==> src/rtl/hilo_acc_reg.sv <==
// HI/LO result register for a mul/div unit: holds a 2W-bit result, optionally
// accumulates successive results, and serves registered HI/LO reads and direct writes.
module hilo_acc_reg #(
    parameter int W      = 32,
    parameter bit ACC_EN = 1'b1
) (
    input  logic           clk,
    input  logic           clr_n,
    input  logic           start,
    input  logic [1:0]     mode,
    input  logic           res_valid,
    input  logic [2*W-1:0] res_data,
    input  logic           res_err,
    input  logic           mthi_en,
    input  logic           mtlo_en,
    input  logic [W-1:0]   wr_data,
    input  logic           rd_hi_en,
    input  logic           rd_lo_en,
    input  logic           err_clr,
    output logic [W-1:0]   HI,
    output logic [W-1:0]   LO,
    output logic           busy,
    output logic           stall,
    output logic           err
);

    localparam logic [0:0] S_IDLE = 1'b0;
    localparam logic [0:0] S_PEND = 1'b1;
    localparam logic [1:0] M_LOAD = 2'b00;
    localparam logic [1:0] M_ADD  = 2'b01;
    localparam logic [1:0] M_SUB  = 2'b10;

    logic [0:0]     state;
    logic [1:0]     op_mode;
    logic [2*W-1:0] data;
    logic [2*W-1:0] data_next;
    logic           done;

    // Modulo-2^(2W) combine of the held value with a new result; mode 11 loads.
    function automatic logic [2*W-1:0] apply_op(input logic [1:0]     op,
                                                input logic [2*W-1:0] cur,
                                                input logic [2*W-1:0] res);
        logic [2*W-1:0] r;
        r = res;
        if (ACC_EN) begin
            case (op)
                M_ADD:   r = cur + res;
                M_SUB:   r = cur - res;
                default: r = res;
            endcase
        end
        return r;
    endfunction

    assign busy  = (state == S_PEND);
    assign stall = busy & (rd_hi_en | rd_lo_en | mthi_en | mtlo_en);
    assign done  = busy & res_valid;

    // Reads see the post-edge value, so a same-cycle mthi/mtlo is forwarded.
    always_comb begin
        data_next = data;
        if (done && !res_err) begin
            data_next = apply_op(op_mode, data, res_data);
        end else if (!busy) begin
            if (mthi_en) data_next[2*W-1:W] = wr_data;
            if (mtlo_en) data_next[W-1:0]   = wr_data;
        end
    end

    always_ff @(posedge clk or negedge clr_n) begin
        if (!clr_n) begin
            state   <= S_IDLE;
            op_mode <= M_LOAD;
            data    <= '0;
            HI      <= '0;
            LO      <= '0;
            err     <= 1'b0;
        end else begin
            data <= data_next;

            if (!busy && rd_hi_en) HI <= data_next[2*W-1:W];
            if (!busy && rd_lo_en) LO <= data_next[W-1:0];

            if (done && res_err) err <= 1'b1;
            else if (err_clr)    err <= 1'b0;

            case (state)
                S_IDLE: begin
                    if (start) begin
                        state   <= S_PEND;
                        op_mode <= mode;
                    end
                end
                default: begin
                    if (res_valid) begin
                        if (start) op_mode <= mode;
                        else       state   <= S_IDLE;
                    end
                end
            endcase
        end
    end

endmodule

==> config.mk <==
export PLATFORM = sky130hd
export DESIGN_NAME = hilo_acc_reg
export DESIGN_NICKNAME = d
export VERILOG_FILES = /design/src/rtl/hilo_acc_reg.sv
export SDC_FILE = /design/constraint.sdc
export NUM_CORES = 1
export LEC_CHECK = 0
export ABC_AREA = 1
export CORE_MARGIN = 1
export CORE_UTILIZATION = 35
export DETAILED_ROUTE_END_ITERATION = 12
export DONT_BUFFER_PORTS = 1
export PLACE_DENSITY = 0.54
export SETUP_SLACK_MARGIN = 0.02
export SLEW_MARGIN = 15
export SYNTH_ARGS = -nofsm -noshare
export SYNTH_HDL_FRONTEND = slang
export SYNTH_SLANG_ARGS = --single-unit
==> constraint.sdc <==
create_clock -name clk -period 3.6 [get_ports clk]
set_clock_uncertainty 0.2 [all_clocks]
set_input_delay 0.72 -clock clk [delete_from_list [all_inputs] [get_ports clk]]
set_output_delay 0.72 -clock clk [all_outputs]
set_load 0.005 [all_outputs]
==> summary.md, run 1 <==
| Metric | Value |
|---|---|
| First-pass GRT wire length | 101000 microns |
| Area growth syn-to-layout | 52.6% |
| Violations in the final reports | hold timing, setup timing |
| Total count of hold-check failures in the final report | between 100 and 150 |
| R2r endpoint | HI[31] |
| WP data arrival | 3.96 ns |
| Count of antenna-violating nets left after detailed routing | 0 |
| Switching power | 6.75 mW |
| Count of cell types in the netlist | 46 |
| Critical R2R Launch | op_mode[0] |
| Most common flop cell mapped by yosys | sky130_fd_sc_hd__dfrtp_1 |
| Post-route worst setup slack | -0.162 ns |
| Leading post-synthesis cells by instance count | sky130_fd_sc_hd__nand2_1 (895), sky130_fd_sc_hd__inv_1 (407), sky130_fd_sc_hd__nor2_1 (209) |
| Number of flops mapped to enable cells by yosys | 0 |
| Total placed instance area | 0.0170 sq mm |
| Drc violations | 0 |
| Depth of the worst register-to-register path | 24 |
| Cell seen most often among critical-path stages | sky130_fd_sc_hd__nand2_1 |
| Total buffers and inverters traversed by the critical path | 4 |
| Leakage | approximately 11 nW |
| Number of placement rows | 72 |
| Number of filler instances in the final layout | approximately 3900 |
| Fraction of registers with async set or reset after synthesis | 1.00 |
| Final slew viol count | 0 |
| Longest individual stage delay on the worst path | 0.36 ns |
| IO Pins | 175 |
| Combinational Power Share | 0.681 |
| Number of buffers between clock root and the deepest sink | 2 |
| Final RePlAce weighted congestion | 1.03 |
| Clock tree from TritonCTS | built |
| Yosys warns | 0 |
| Top cell family by delay on the critical path | simple AND/OR/NAND/NOR gates |
| Slew at the pin closest to its max-slew limit | 1.01 ns |
| GR Util All Layers | 0.339 |
| Depth of the CTS H-tree | 4 |
| Detailed Place HPWL | about 55000 microns |
| Post-synthesis compound-gate area fraction | 0.127 |
| Antenna violations before repair | 0 |
| Crit. Startpoint | res_data[3] |
| Die Area | ~0.040 sq mm |
| Detailed router's first-iteration violation count | 1479 |
| Overall power after layout | 13.7 mW |
| Number of buffers added on ports | 0 |
| Overall die width | roughly 200 microns |
| Mapped Cells | 2372 |
| CP endpoint kind | register |
| Post-route fraction of the period consumed by the critical path | 1.05 |
| Setup violations, final | 31 |
| Worst-path maximum fanout | 5 |
| Length of the first detailed-routing pass in iterations | 6 |
| Proportion of power drawn by flip-flops and latches | 0.172 |
| Count of vias placed by the detailed router | about 17000 |
| RSZ-0062 raised after global routing | yes |
| Worst ir drop on vdd | 404 uV |
| Switching share of power | 0.491 |
| Dominant combinational cell family by area after synthesis | simple AND/OR/NAND/NOR gates |
| Sinks on Clock Net | roughly 130 |
| Routed length per placed instance | 21.4 microns |
| Worst min-delay path category | primary input to asynchronous set/reset pin |
| Area of the core | 0.0388 sq mm |
| Total number of nets in the final design | 2916 |
| Largest area contributor in the netlist | sky130_fd_sc_hd__nand2_1 |
| Standard cell with the maximum stage delay on the critical path | sky130_fd_sc_hd__ha_4 |
| Synthesized-area fraction occupied by adder cells | 0.0601 |
| Clock input transition at the sequential cells of the worst setup and hold paths | roughly 0.070 ns |
| XOR/XNOR Fraction of Synth Area | 0.0556 |
| Simple logic cell fraction of the synthesized area | 0.390 |
| Type of origin of the critical path | primary input |
| Initial core utilization | 0.357 |
| Worst setup path category | primary input to register |
| FMAX | 0.266 GHz |
| Final design instance area without fill | 0.0212 sq mm |
| Global route total overflow | 0 |
| FF-to-FF setup slack | -0.10 ns |
| Minimum clock period after layout | 3.76 ns |
| Share of Yosys cell area claimed by the top area cell type | 0.242 |
| Number of CTS-inserted buffers | 17 |
| Number of global-route vias before repair | 16124 |
| Root buffer cell | sky130_fd_sc_hd__clkbuf_16 |
| Worst-case hold slack | -0.263 ns |
| Power per cell area | 650 mW/mm^2 |
| Most frequently used cell type in the post-synthesis netlist | sky130_fd_sc_hd__nand2_1 |
| Part of the power in the clock network | 0.147 |
| Cell internal pwr | about 7 mW |
| Maximum number of pins on one net before global-route repair | 133 |
| Max-capacitance violation count | 0 |
| Share of the yosys chip area belonging to registers | 0.238 |
| Via/cell ratio | ~5.2 |
| Result of the run | finished with violations |
| Post-Syn Area per Cell | between 5 and 6 sq um |
| Number of antenna diodes | 0 |
| Largest cells by area after synthesis | sky130_fd_sc_hd__nand2_1 (24%), sky130_fd_sc_hd__dfrtp_1 (24%), sky130_fd_sc_hd__inv_1 (11%), sky130_fd_sc_hd__ha_1 (5.9%), sky130_fd_sc_hd__nor2_1 (5.7%) |
| Synth Cell Area | roughly 0.014 sq mm |
| Synthesized net count | between 2000 and 3000 |
| Fraction of layout instances using a drive strength above 1 | 0.384 |
| Slew HR | 0.320 |
| #FFs+latches synth | 132 |
| Data required time at the worst endpoint | 3.80 ns |
| WL final | 70100 microns |
| Die span in y | 201 microns |
| Clk_lat worst skew | 0.47 ns |
| Multiplexer fraction of the synthesized cell area | 0.000812 |
## layout by cell type, fill, tap and decap left out, drive strengths merged, types with 4 or more instances in the layout
cell	synthesis	routed
a21oi	134	134
a31oi	12	12
a32oi	13	13
buf	15	409
bufinv	0	4
clkbuf	44	18
clkinv	1	9
dfrtp	132	132
ha	65	65
inv	410	411
nand2	914	914
nand3	94	94
nand3b	7	7
nand4	23	23
nor2	235	235
nor3	24	24
o211ai	34	34
o21ai	89	89
o21bai	14	14
or2	9	9
xnor2	6	6
xor2	82	82
## cells by family (layout without fill, tap and decap cells)
logic type	count (synthesis)	in the layout
buffers and inverters	470	853
AO/OA/AOI/OAI	304	304
flip-flops	132	132
multiplexers	1	1
AND/OR/NAND/NOR	1311	1311
adder cells (fa/ha/maj)	66	66
XOR/XNOR	88	88
## stage by stage
step | utilization | instances | TNS [ns] | setup slack, ns
4_1_cts | 0.491 | 3231 | -1.15 | -0.167
3_5_place_dp | 0.439 | 3177 | -70.34 | -1.05
3_3_place_gp | 0.439 | 3177 | -70.34 | -1.04
6_report | 0.545 | 3273 | -2.25 | -0.162
2_1_floorplan | - | 2372 | -0.0873 | -0.0789
5_1_grt | 0.545 | 3273 | -13.31 | -0.376
## timing repair
item | CTS | global route
gates cloned | 0 | 1
gates resized for setup | 314 | 481
buffers inserted | 22 | 43
pin swaps | 95 | 139
setup endpoints to repair | 101 | 103
hold endpoints to repair | 132 | 132
## registers in the layout, summed over array words and instances, names as in the netlist
| register | flops |
|---|---|
| LO | 32 |
| err | 1 |
| op_mode | 2 |
| data | 64 |
| busy | 1 |
| HI | 32 |
## area by class of cell
cell class	instances	area, sq um	share of cell area
clock buffers	17	425	0.0201
multi-input cells	1770	11600	0.550
repair buffers	410	3340	0.158
well taps	518	648	0.0306
clock inverters	15	221	0.0105
inverters	411	1590	0.0753
flip-flops and latches	132	3300	0.156
## power by group through the flow
stage | sequential (mW) | clock, mW | combinational (mW)
after floorplan | 2.13 | 0 | 3.79
after global routing | 2.40 | 2.09 | 10.0
after detailed placement | 2.31 | 0 | 6.78
after CTS | 2.32 | 2.05 | 7.64
final | 2.36 | 2.02 | 9.36
after global placement | 2.31 | 0 | 6.77
## how the worst max path moves through the flow
| stage | end | slack (ns) | depth (start not counted) |
|---|---|---|---|
| after global routing | HI[21] | -0.38 | 30 |
| after CTS | HI[26] | -0.17 | 26 |
| final | HI[31] | -0.16 | 27 |
| after global placement | HI[17] | -1.04 | 26 |
| after floorplan | HI[31] | -0.08 | 26 |
| after detailed placement | HI[17] | -1.05 | 27 |
## per-layer routing
metal / vias up / share of wire / wire, microns / global-route usage
met5: - / 0.00051 / 36 / 0.0119
met4: 2 / 0.035 / 2450 / 0.132
met3: 114 / 0.097 / 6810 / 0.0970
met2: 706 / 0.42 / 29800 / 0.495
met1: 7951 / 0.44 / 31100 / 0.469
li1: 8104 / - / - / -
No activity file was read; power rests on OpenSTA's default activity.
==> run 2: changes to the inputs <==
--- a/config.mk
+++ b/config.mk
@@ -11,6 +11,7 @@
 export DETAILED_ROUTE_END_ITERATION = 12
 export DONT_BUFFER_PORTS = 1
 export PLACE_DENSITY = 0.54
+export RECOVER_POWER = 100
 export SETUP_SLACK_MARGIN = 0.02
 export SLEW_MARGIN = 15
 export SYNTH_ARGS = -nofsm -noshare
==> run 2 against run 1 <==
Compared with the run above:
- the flow still finishes with violations (hold timing, setup timing)
- sequential cell count stayed put
- critical endpoint unchanged
- final cell count did not move
- die area stayed put
- maximum frequency fell by 0.31%
- clock-buffer cell count did not move
- final area fell by 0.35%
- critical path depth unchanged
==> summary.md, run 2 (same netlist as run 1, synthesis figures left out) <==
| Metric | Value |
|---|---|
| Root buffer cell | sky130_fd_sc_hd__clkbuf_16 |
| Count of antenna-violating nets left after detailed routing | 0 |
| GR Util All Layers | 0.339 |
| Total count of hold-check failures in the final report | 132 |
| Area of the core | just under 0.04 sq mm |
| Proportion of power drawn by flip-flops and latches | 0.172 |
| Cell internal pwr | 6.96 mW |
| Commonest cells after routing, fill and taps aside | sky130_fd_sc_hd__nand2_1 (681), sky130_fd_sc_hd__inv_1 (354), sky130_fd_sc_hd__buf_4 (348) |
| Result of the run | finished with violations |
| Number of buffers between clock root and the deepest sink | 2 |
| Number of antenna diodes | 0 |
| Detailed router's first-iteration violation count | around 1500 |
| IO Pins | 175 |
| Switching power | about 6.7 mW |
| Minimum clock period after layout | 3.77 ns |
| Number of placement rows | 72 |
| Number of global-route vias before repair | 16124 |
| Worst min-delay path category | primary input to asynchronous set/reset pin |
| Maximum number of pins on one net before global-route repair | approximately 130 |
| Worst ir drop on vdd | 404 uV |
| Detailed Place HPWL | 55200 microns |
| WP data arrival | 3.92 ns |
| RSZ-0062 raised after global routing | yes |
| FF-to-FF setup slack | -0.11 ns |
| Final slew viol count | 0 |
| Worst-case hold slack | -0.261 ns |
| Die Area | 0.0404 sq mm |
| Critical R2R Launch | op_mode[0] |
| Length of the first detailed-routing pass in iterations | 5 |
| Depth of the CTS H-tree | 4 |
| Via/cell ratio | 5.14 |
| Largest registers in the final layout | data (64), HI (32), LO (32) |
| Power per cell area | 649 mW/mm^2 |
| Combinational Power Share | 0.680 |
| WL final | 70100 microns |
| Max-capacitance violation count | 0 |
| Worst-path maximum fanout | 3 |
| Most common cell after layout, fill and taps aside | sky130_fd_sc_hd__nand2_1 |
| Post-route fraction of the period consumed by the critical path | 1.05 |
| Overall die width | around 200 microns |
| Type of origin of the critical path | primary input |
| Area growth syn-to-layout | 52.0% |
| Final RePlAce weighted congestion | 1.03 |
| Die span in y | a little over 200 microns |
| Number of buffers added on ports | 0 |
| Clk_lat worst skew | between 0.4 and 0.5 ns |
| Slew HR | 0.237 |
| Routed length per placed instance | 21.4 microns |
| Drc violations | 0 |
| Slew at the pin closest to its max-slew limit | 1.14 ns |
| Switching share of power | 0.492 |
| Initial core utilization | 0.357 |
| Leakage | roughly 11 nW |
| Utilization after layout | 0.543 |
| M1 wire length | ~32000 microns |
| Data required time at the worst endpoint | 3.75 ns |
| Met2 wire length | 29800 microns |
| Uppermost layer routed | met5 |
| Post-route worst setup slack | -0.174 ns |
| Setup violations, final | 46 |
| Worst setup path category | primary input to register |
| Number of flip-flops under the largest register name | 64 |
| Depth of the worst register-to-register path | 24 |
| Number of filler instances in the final layout | ~3900 |
| Fraction of layout instances using a drive strength above 1 | 0.379 |
| Pre-CTS setup slack | -1.05 ns |
| Part of the power in the clock network | 0.148 |
| Total number of nets in the final design | 2916 |
| FMAX | 0.265 GHz |
| First-pass GRT wire length | 101000 microns |
| Largest register by flop count | data |
| R2r endpoint | HI[31] |
| Count of vias placed by the detailed router | ~17000 |
| Sinks on Clock Net | approximately 130 |
| Clock tree from TritonCTS | built |
| Antenna violations before repair | 0 |
| Global route total overflow | 0 |
| CP endpoint kind | register |
| Clock input transition at the sequential cells of the worst setup and hold paths | 0.07 ns |
| Total length of routed met3 wires | approximately 6300 microns |
| Number of CTS-inserted buffers | 17 |
| Violations in the final reports | hold timing, setup timing |
==> run 2: cell types whose count changed in the layout (fill, tap and decap cells not counted), moves of 2 or more <==
cell                       delta
sky130_fd_sc_hd__clkbuf_2     +2
sky130_fd_sc_hd__xor2_2       -2
sky130_fd_sc_hd__clkbuf_1     +6
sky130_fd_sc_hd__xor2_1       +2
sky130_fd_sc_hd__buf_4       -11
sky130_fd_sc_hd__o21ai_2      -2
sky130_fd_sc_hd__clkbuf_4     +2
==> run 2: per-stage QoR <==
step                      cells  cell area, sq um  TNS (ns)  total power, mW
after CTS                  3231             19000     -1.15             12.0
after global routing       3273             21100    -15.43             14.5
after floorplan            2372             14000   -0.0873             5.92
after detailed placement   3177             17000    -70.34             9.09
after global placement     3177             17000    -70.34             9.08
final                      3273             21100     -3.00             13.7
==> run 2: critical path: stages <==
cell	delay, ns
sky130_fd_sc_hd__clkinv_16	0.03
sky130_fd_sc_hd__ha_4	0.14
sky130_fd_sc_hd__nand3_4	0.07
sky130_fd_sc_hd__nor2_4	0.15
sky130_fd_sc_hd__nand2_4	0.09
sky130_fd_sc_hd__nor2_4	0.12
sky130_fd_sc_hd__buf_4	0.12
sky130_fd_sc_hd__nand3_2	0.11
sky130_fd_sc_hd__nand2_2	0.13
sky130_fd_sc_hd__nand2_2	0.10
sky130_fd_sc_hd__a21oi_4	0.19
sky130_fd_sc_hd__buf_4	0.13
sky130_fd_sc_hd__nand2_1	0.08
sky130_fd_sc_hd__xor2_2	0.25
sky130_fd_sc_hd__ha_4	0.26
sky130_fd_sc_hd__a21oi_2	0.18
sky130_fd_sc_hd__o21ai_1	0.10
sky130_fd_sc_hd__a21oi_2	0.19
sky130_fd_sc_hd__nand2_2	0.10
sky130_fd_sc_hd__a21oi_4	0.17
sky130_fd_sc_hd__nand2_1	0.07
sky130_fd_sc_hd__nand2_1	0.06
sky130_fd_sc_hd__nand3_1	0.08
sky130_fd_sc_hd__nand2_1	0.10
sky130_fd_sc_hd__nand2_2	0.06
sky130_fd_sc_hd__nand2_1	0.06
sky130_fd_sc_hd__nand2_1	0.05
==> run 2: cell type report <==
type / instances / area (sq um) / share of cell area
multi-input cells: 1770 / 11600 / 0.550
clock buffers: 17 / 425 / 0.0202
flip-flops and latches: 132 / 3300 / 0.157
repair buffers: 410 / 3310 / 0.157
well taps: 518 / 648 / 0.0307
inverters: 411 / 1590 / 0.0755
clock inverters: 15 / 221 / 0.0105
==> run 2: layer usage <==
layer,GRT usage,vias to the layer above
met1,0.469,7957
li1,-,8097
met5,0.0119,-
met4,0.132,2
met2,0.495,663
met3,0.0970,107
==> run 2: power groups by stage <==
| stage | sequential [mW] | combinational [mW] | clock (mW) |
|---|---|---|---|
| after global placement | 2.31 | 6.77 | 0 |
| after floorplan | 2.13 | 3.79 | 0 |
| after detailed placement | 2.31 | 6.78 | 0 |
| final | 2.36 | 9.31 | 2.02 |
| after CTS | 2.32 | 7.64 | 2.05 |
| after global routing | 2.40 | 9.98 | 2.09 |
==> run 2: worst max path at each step <==
stage,from,to,slack (ns),cells past startpoint
6_report,res_data[0],HI[31],-0.17,27
4_1_cts,res_data[3],HI[26],-0.17,26
3_3_place_gp,res_data[2],HI[17],-1.04,26
2_1_floorplan,res_data[0],HI[31],-0.08,26
3_5_place_dp,res_data[6],HI[17],-1.05,27
5_1_grt,res_data[0],HI[21],-0.38,30
==> run 2: what timing repair did <==
action	in CTS	in global routing
pin swaps	95	139
buffers inserted	22	43
endpoints found under the hold margin	132	132
resized for setup	314	481
gates cloned	0	1
setup endpoints to repair	101	103
